[config.mk]
export PLATFORM = sky130hd
export DESIGN_NAME = inst_fetch_queue
export DESIGN_NICKNAME = d
export VERILOG_FILES = /design/src/rtl/fetch_pkg.sv /design/src/rtl/fq_checker.sv /design/src/rtl/fq_mem.sv /design/src/rtl/inst_fetch_queue.sv
export SDC_FILE = /design/constraint.sdc
export NUM_CORES = 1
export LEC_CHECK = 0
export CORE_MARGIN = 8
export CORE_UTILIZATION = 35
export CTS_CLUSTER_SIZE = 14
export DETAILED_ROUTE_END_ITERATION = 7
export GPL_TIMING_DRIVEN = 0
export PLACE_DENSITY = 0.61
export SETUP_SLACK_MARGIN = 0.05
export SLEW_MARGIN = 5
export SYNTH_ARGS = -nofsm -noshare
export SYNTH_HDL_FRONTEND = slang
export SYNTH_SLANG_ARGS = --single-unit
export TNS_END_PERCENT = 5
[constraint.sdc]
create_clock -name clk -period 8.4 [get_ports clk]
set_input_delay 1.68 -clock clk [delete_from_list [all_inputs] [get_ports clk]]
set_output_delay 1.68 -clock clk [all_outputs]
set_load 0.1 [all_outputs]
[src/rtl/fetch_pkg.sv]
// Shared types and defaults for the instruction fetch queue.
package fetch_pkg;

  typedef struct packed {
    logic [31:0] addr;
    logic [31:0] data;
  } fq_entry_t;

  localparam int FQ_DEPTH_DEFAULT = 8;

endpackage

[src/rtl/fq_checker.sv]
// Simulation-time property checks for the fetch queue occupancy and fetch handshake.
module fq_checker #(
  parameter int DEPTH = 8,
  localparam int CW = $clog2(DEPTH) + 1
) (
  input logic          clk,
  input logic          resetn,
  input logic [CW-1:0] count,
  input logic          in_valid1,
  input logic          in_valid2
);

  a_count_bound: assert property (@(posedge clk) disable iff (!resetn) count <= CW'(DEPTH))
    else $error("fetch queue occupancy above DEPTH");

  a_valid2_alone: assert property (@(posedge clk) disable iff (!resetn) !(in_valid2 && !in_valid1))
    else $warning("in_valid2 asserted without in_valid1; word ignored");

endmodule

[src/rtl/fq_mem.sv]
// Fetch queue storage: two write ports at tail/tail+1, two async read ports at head/head+1.
// Contents are deliberately not reset; validity is tracked by the occupancy count in the top.
module fq_mem
  import fetch_pkg::*;
#(
  parameter int DEPTH = FQ_DEPTH_DEFAULT,
  localparam int AW = $clog2(DEPTH)
) (
  input  logic            clk,
  input  logic            we0,
  input  logic            we1,
  input  logic [AW-1:0]   waddr0,
  input  logic [AW-1:0]   waddr1,
  input  fq_entry_t       wdata0,
  input  fq_entry_t       wdata1,
  input  logic [AW-1:0]   raddr0,
  input  logic [AW-1:0]   raddr1,
  output fq_entry_t       rdata0,
  output fq_entry_t       rdata1
);

  fq_entry_t mem_r [DEPTH];

  // Write ports never collide: waddr1 is always waddr0+1 modulo DEPTH.
  always_ff @(posedge clk) begin
    if (we0) begin
      mem_r[waddr0] <= wdata0;
    end
    if (we1) begin
      mem_r[waddr1] <= wdata1;
    end
  end

  assign rdata0 = mem_r[raddr0];
  assign rdata1 = mem_r[raddr1];

endmodule

[src/rtl/inst_fetch_queue.sv]
// Dual-in/dual-out instruction queue between I-cache fetch and the IF/ID register.
// Up to two words pushed and two retired per cycle; flush empties the queue.
module inst_fetch_queue
  import fetch_pkg::*;
#(
  parameter int DEPTH = FQ_DEPTH_DEFAULT,
  localparam int AW = $clog2(DEPTH)
) (
  input  logic          clk,
  input  logic          resetn,
  input  logic          flush,
  input  logic          in_valid1,
  input  logic          in_valid2,
  input  logic [31:0]   in_addr1,
  input  logic [31:0]   in_addr2,
  input  logic [31:0]   in_data1,
  input  logic [31:0]   in_data2,
  output logic          in_ready,
  output logic          F_inst_ok1,
  output logic          F_inst_ok2,
  output logic [31:0]   F_addr1,
  output logic [31:0]   F_addr2,
  output logic [31:0]   F_data1,
  output logic [31:0]   F_data2,
  input  logic          D_ena1,
  input  logic          D_en2,
  output logic [AW:0]   count
);

  localparam int CW = AW + 1;

  logic [AW-1:0] head_r;
  logic [AW-1:0] tail_r;
  logic [CW-1:0] count_r;
  logic [AW-1:0] head1_s;
  logic [AW-1:0] tail1_s;
  logic [1:0]    push_n_s;
  logic [1:0]    pop_req_s;
  logic [1:0]    pop_n_s;
  logic          we0_s;
  logic          we1_s;
  fq_entry_t     wdata0_s;
  fq_entry_t     wdata1_s;
  fq_entry_t     rdata0_s;
  fq_entry_t     rdata1_s;

  assign head1_s  = head_r + AW'(1);
  assign tail1_s  = tail_r + AW'(1);
  // Readiness uses the registered count only, so a same-cycle pop earns no credit.
  assign in_ready = (count_r <= CW'(DEPTH - 2));

  // Push/pop amounts; a retire request larger than the occupancy is clamped.
  always_comb begin
    push_n_s  = 2'd0;
    pop_req_s = 2'd0;
    pop_n_s   = 2'd0;
    if (in_ready && in_valid1) begin
      push_n_s = in_valid2 ? 2'd2 : 2'd1;
    end else begin
      push_n_s = 2'd0;
    end
    if (D_ena1) begin
      pop_req_s = D_en2 ? 2'd2 : 2'd1;
    end else begin
      pop_req_s = 2'd0;
    end
    if (CW'(pop_req_s) > count_r) begin
      pop_n_s = count_r[1:0];
    end else begin
      pop_n_s = pop_req_s;
    end
  end

  assign we0_s    = (push_n_s != 2'd0) && !flush;
  assign we1_s    = (push_n_s == 2'd2) && !flush;
  assign wdata0_s = '{addr: in_addr1, data: in_data1};
  assign wdata1_s = '{addr: in_addr2, data: in_data2};

  // Pointer and occupancy update; reset beats flush, flush beats push/pop.
  always_ff @(posedge clk) begin
    if (!resetn) begin
      head_r  <= '0;
      tail_r  <= '0;
      count_r <= '0;
    end else if (flush) begin
      head_r  <= '0;
      tail_r  <= '0;
      count_r <= '0;
    end else begin
      head_r  <= head_r + AW'(pop_n_s);
      tail_r  <= tail_r + AW'(push_n_s);
      count_r <= count_r + CW'(push_n_s) - CW'(pop_n_s);
    end
  end

  fq_mem #(.DEPTH(DEPTH)) u_mem (
    .clk    (clk),
    .we0    (we0_s),
    .we1    (we1_s),
    .waddr0 (tail_r),
    .waddr1 (tail1_s),
    .wdata0 (wdata0_s),
    .wdata1 (wdata1_s),
    .raddr0 (head_r),
    .raddr1 (head1_s),
    .rdata0 (rdata0_s),
    .rdata1 (rdata1_s)
  );

  fq_checker #(.DEPTH(DEPTH)) u_chk (
    .clk       (clk),
    .resetn    (resetn),
    .count     (count_r),
    .in_valid1 (in_valid1),
    .in_valid2 (in_valid2)
  );

  assign count      = count_r;
  assign F_inst_ok1 = (count_r != CW'(0));
  assign F_inst_ok2 = (count_r >= CW'(2));
  assign F_addr1    = F_inst_ok1 ? rdata0_s.addr : 32'h0;
  assign F_data1    = F_inst_ok1 ? rdata0_s.data : 32'h0;
  assign F_addr2    = F_inst_ok2 ? rdata1_s.addr : 32'h0;
  assign F_data2    = F_inst_ok2 ? rdata1_s.data : 32'h0;

endmodule

Word level (Yosys, flattened, before mapping):

Memory sizes are Yosys's and may differ from the RTL's. A register that Yosys moved wholly into a read port is not among the register bits.
Index checks and enable logic that the tools add are counted.

* $add $sub $neg: 6
* multipliers: 0
* divide/modulo/power cells: 0
* magnitude comparators: 3
* equality and inequality tests: 1
* shift operators: 0
* muxes and demuxes: 14
* bitwise gates (word level): 1
* reduce and logical (&&, ||, !) cells: 7

Operators by type and width (number)
* 32-bit two-way mux: 4
* 2-bit two-way mux: 5
* 3-bit by 1-bit adder with 3-bit output, second input constant: 2
* 3-bit by 2-bit adder with 3-bit output: 2
* 4-bit by 2-bit adder with 4-bit output: 1
* 4-bit by 2-bit greater-or-equal comparator with 1-bit output, second input constant: 1
* 2-bit by 4-bit greater-than comparator with 1-bit output: 1
* 4-bit by 3-bit <= comparator with 1-bit output, second input constant: 1
* 1-bit two-way mux: 4
* 4-bit nonzero test: 1
* 4-bit by 2-bit subtractor with 4-bit output: 1
* 1-bit logical AND: 3
* 3-bit two-way mux: 1
* 2-bit equality test, second input constant: 1
* 2-bit nonzero test: 1
* 2-bit OR reduction: 1
* 1-bit zero test: 1
* 1-bit inverter: 1

* register bits after elaboration: 10
* latch bits: 0
* memory bits (writable): 512
* ROM bits: 0
* input port bits: 135
* output and inout bits: 135
* logic and storage cells: 36
* memories: 1

Memories
* u_mem.mem_r: depth 8, bits a word 64, read ports 2, clocked after Yosys merged registers in 1, write ports 2, line fq_mem.sv:22 `fq_entry_t mem_r [DEPTH];`

Depth between registers and ports, before layout:

* depth after elaboration: 7
* mapped depth: 14

By module:

A second synthesis with hierarchy kept.

* cell total of the unflattened synthesis: 1779
* area, all modules: 30971.0 um2

Modules (own cells, without submodules)
* fq_mem: instances 1, cells an instance 1557, area each 29309.4 um2, seq. area each 15374.7 um2
* inst_fetch_queue: instances 1, cells an instance 222, area each 1661.6 um2, seq. area each 200.2 um2

Worst setup path before layout:

No wires, ideal clock.

* kind: register to output
* from: register count_r[3] (netlist: count[3])
* to: output F_data2[22]
* data arrival time: 6.586 ns
* required time: 6.720 ns
* slack: 0.134 ns
* stages on the path, launching flop included: 7
* cell sequence: dfxtp_1 inv_1 ha_1 and2_1 clkbuf_1 clkbuf_1 a2111oi_0

* cells in the longest elaborated chain, start to end: 2

Ends and longest elaborated chain
* from (decl): line inst_fetch_queue.sv:34 `logic [CW-1:0] count_r;`
* from (signal assigned): line inst_fetch_queue.sv:92 `count_r <= count_r + CW'(push_n_s) - CW'(pop_n_s);`
* 4-bit by 2-bit greater-or-equal comparator with 1-bit output: line inst_fetch_queue.sv:120 `assign F_inst_ok2 = (count_r >= CW'(2));`
* 32-bit two-way mux: line inst_fetch_queue.sv:124 `assign F_data2 = F_inst_ok2 ? rdata1_s.data : 32'h0;`
* to (decl): line inst_fetch_queue.sv:24 `output logic [31:0] F_data2,`

No other way between the ends.

Worst setup path in the final report:

* from: register head_r[1]
* to: output F_addr2[12]

* cells in the longest elaborated chain, start to end: 3

Ends and longest elaborated chain
* from (decl): line inst_fetch_queue.sv:32 `logic [AW-1:0] head_r;`
* from (signal assigned): line inst_fetch_queue.sv:90 `head_r <= head_r + AW'(pop_n_s);`
* 3-bit by 1-bit adder with 3-bit output: line inst_fetch_queue.sv:47 `assign head1_s = head_r + AW'(1);`
* memory read 8 x 64 bit
* 32-bit two-way mux: line inst_fetch_queue.sv:123 `assign F_addr2 = F_inst_ok2 ? rdata1_s.addr : 32'h0;`
* to (decl): line inst_fetch_queue.sv:22 `output logic [31:0] F_addr2,`

No other way between the ends.

==> impl_summary.txt <==
----------------------------------------------------
[Route]
  DRC violations left ... 0
  Final routed wirelength across all metal layers ... 122,000 um
  Drt pass-1 iters ... 5
  Via Count ... 24,240
  Drt first-iter violations ... 2,816
  Routed wire per std cell ... 31.2 um
  Vias per cell ... 6.20
  Post-detailed-route count of antenna-violating nets ... 0

[Die]
  Core Region ... 88,400 um2
  Horizontal die dimension ... 315 um
  Effective utilization at floorplan ... 35.3%
  Standard-cell rows ... 109
  Vert. Die Dim ... 315 um
  Total die area ... 99,000 um2
  Number of top-level design ports ... 270

[Setup path]
  Top fanout value on the critical path ... 10
  Required time of the worst setup path ... 6.72 ns
  Critical path, cell by cell ... ha_1, buf_2, buf_2, buf_2, clkbuf_1, a211oi_1, a2111oi_0, clkdlybuf4s50_1
  Worst setup SP type ... register
  Startpoint of the most critical setup path ... head_r[1]$_SDFF_PP0_
  Category of the worst setup path capture point ... output pin
  Slowest-stage cell, CP ... sky130_fd_sc_hd__clkdlybuf4s50_1
  Most frequent CP cell ... sky130_fd_sc_hd__buf_2
  Arrival time at the worst endpoint ... 5.84 ns
  Critical path's largest stage delay ... 1.34 ns
  Category of the critical setup timing path ... reg -> out
  Critical register-to-register path startpoint ... count[3]$_SDFF_PP0_

[Yosys]
  Mapped Area ... 31,200 um2
  Count of state elements after synthesis ... 522
  Per-instance average area after synthesis ... 13.4 um2
  Count of yosys warnings during synthesis ... 0
  Prevailing post-synth register cell ... sky130_fd_sc_hd__edfxtp_1
  Sequential fraction of the synthesis area ... 49.9%
  Share of synthesized flip-flops with an asynchronous set or reset ... 0%
  Number of synthesized flops with an enable pin ... 512
  Synth cell types ... 43
  Area share of the largest cell type after synthesis ... 49.3%
  Gate count of the mapped netlist ... 2,326
  Number of nets produced by synthesis ... 2,478
  Cell types occupying the most area after synthesis ... sky130_fd_sc_hd__edfxtp_1 49%, sky130_fd_sc_hd__mux2_2 21%, sky130_fd_sc_hd__mux2i_1 6.2%, sky130_fd_sc_hd__nor2b_1 3.9%, sky130_fd_sc_hd__a2111oi_0 3.6%
  Most area-hungry cell type in the Yosys netlist ... sky130_fd_sc_hd__edfxtp_1

[STA]
  Clock Skews ... 0.0182 ns
  Final Cycle Share ... 89.5%
  Transition time at the pin with the least slew margin ... 1.46 ns
  Post-route setup TNS ... 0 ns
  Highest clock frequency the design can meet ... 133 MHz
  Fin. max-slew vios ... 1
  Tightest slew margin relative to the limit ... -0.0681%
  Setup repair after global routing missed its margin ... false
  Final min period ... 7.52 ns
  Worst setup margin ... 0.883 ns
  Final count of hold timing violations ... 0
  Final setup vio count ... 0
  Worst Hold Slack ... 0.631 ns

[CTS]
  Number of clock sinks ... 522
  Buffer type at the clock tree root ... sky130_fd_sc_hd__clkbuf_16
  Post-CTS setup-driven buffer insertion count ... 0
  Clk_lat worst skew ... 0.63 ns
  Clock transition at the registers of the reported paths ... 0.06 ns
  TritonCTS Buffers ... 60
  H-tree lvl count ... 2
  CTS tree ... built
  Cts hold-fix bufs ... 0
  Clock tree buffer depth ... 3
  Post-CTS Resized ... 0

[GRT]
  Number of antenna violations at the first check in global routing ... 16
  Grt ovf ... 0
  Number of global-route vias before repair ... 25,337
  Pin count of the biggest net entering global routing ... 24
  Overall fraction of global-route tracks in use ... 23.4%
  First-pass GRT wire length ... 173,000 um

[Pwr]
  Power Dens Cells ... 295 nW/um2
  Total leakage power ... 11.9 nW
  IR Drop Worst-Case VDD ... 421 uV
  Post-layout power ... 11.2 mW

[Placement]
  Port Buffers ... 269
  Global placement routability congestion ... 0.850
  Detail Placement HPWL ... 81,900 um
  Post-Place Worst Slack ... 1.69 ns
  Cell Area, Placed ... 36,100 um2
  # placed instances ... 3,790

[Finish]
  Final nets ... 2,839
  Fraction of layout cells with a size suffix above 1 ... 29.7%
  Final cell count without fillers ... 3,909
  Highest-count cells in the layout ignoring fill and taps ... 584 x sky130_fd_sc_hd__mux2_2, 512 x sky130_fd_sc_hd__edfxtp_1, 269 x sky130_fd_sc_hd__clkdlybuf4s50_1
  Final core area utilization ... 43.0%
  Fin area ... 38,000 um2
  Most common library cell in the layout ignoring fill and taps ... sky130_fd_sc_hd__mux2_2
  Synthesis-to-finish area growth ... 21.8%
  # fillers ... 8,024

[Hold path]
  Start point of the worst hold path ... head_r[0]$_SDFF_PP0_
  Class of the most critical hold timing path ... reg -> reg

[Job]
  Max capacitance violation total ... 1

[Status]
  Violated checks ... max-capacitance violations, max-slew violations
  Status ... finished with violations

----------------------------------------------------
## kinds of logic after synthesis
kind of cell,after synthesis,synth area share (%)
muxes,834,29.4
xor gates and xnor gates,8,0.225
AOI/OAI and AO/OA,397,10.0
DFF,522,49.9
buffers and inverters,225,3.22
adders and majority gates,17,0.778
and+or+nand+nor,323,6.50
## cell type report
cell class                      count  area [um2]  share of cell area [%]
Timing Repair Buffer              299        3400                    8.96
Clock buffer                       75        1580                    4.16
Inverter                           16        60.1                   0.158
Clock inverter                     33         246                   0.649
Tap cell                         1165        1460                    3.84
Sequential cell                   522       15600                    41.0
Multi-Input combinational cell   1579       14700                    38.7
Buffer                            209         945                    2.49
Antenna cell                       11        27.5                  0.0724
## Yosys cell counts, types with 8 or more instances
library cell / count
sky130_fd_sc_hd__edfxtp_1: 512
sky130_fd_sc_hd__dfxtp_1: 10
sky130_fd_sc_hd__a211oi_1: 128
sky130_fd_sc_hd__mux2i_1: 193
sky130_fd_sc_hd__mux2_1: 56
sky130_fd_sc_hd__buf_2: 92
sky130_fd_sc_hd__buf_1: 11
sky130_fd_sc_hd__inv_1: 15
sky130_fd_sc_hd__a22o_1: 64
sky130_fd_sc_hd__nor2b_1: 195
sky130_fd_sc_hd__nor2_1: 15
sky130_fd_sc_hd__clkbuf_1: 100
sky130_fd_sc_hd__mux2_2: 584
sky130_fd_sc_hd__o22ai_1: 64
sky130_fd_sc_hd__nand2_1: 8
sky130_fd_sc_hd__a2111oi_0: 128
sky130_fd_sc_hd__nor4_1: 64
sky130_fd_sc_hd__ha_1: 13
## state kept, by name, indices dropped and copies added (netlist names)
register     count
u_mem.mem_r    512
tail_r           3
head_r           3
count            4
## report_power, final
part	leakage, nW	switching [mW]	total [mW]	internal, mW
clock network	0.894	1.11	2.53	1.41
logic	6.28	4.37	5.68	1.30
registers	4.71	0.0402	2.99	2.95
## metal layers
| layer | vias to the layer above | part of all wire, % | global-route usage [%] |
|---|---|---|---|
| met4 | 6 | 4.9 | 11.8 |
| met2 | 1469 | 48 | 38.3 |
| met5 | - | 0.027 | 0 |
| met3 | 350 | 8.6 | 4.59 |
| li1 | 10103 | - | - |
| met1 | 12312 | 39 | 29.3 |
## critical path: cells and delay by family (launching register included)
family / cells / cell delay, ns
buffers and inverters: 5 / 3.00
flip-flops: 1 / 0.44
adder cells (fa/ha/maj): 1 / 0.33
AO/OA/AOI/OAI: 2 / 1.42
## path summary, 6_finish.rpt
kind                             endpoint  slack (ns)  cells past startpoint
min                  head_r[0]$_SDFF_PP0_        0.63                      2
max                           F_addr2[12]        0.88                      8
min reg2reg          head_r[0]$_SDFF_PP0_        0.63                      2
max reg2reg  u_mem.mem_r[7][31]$_DFFE_PP_        4.78                     10
Note: power is estimated with default switching activity, not from simulation.
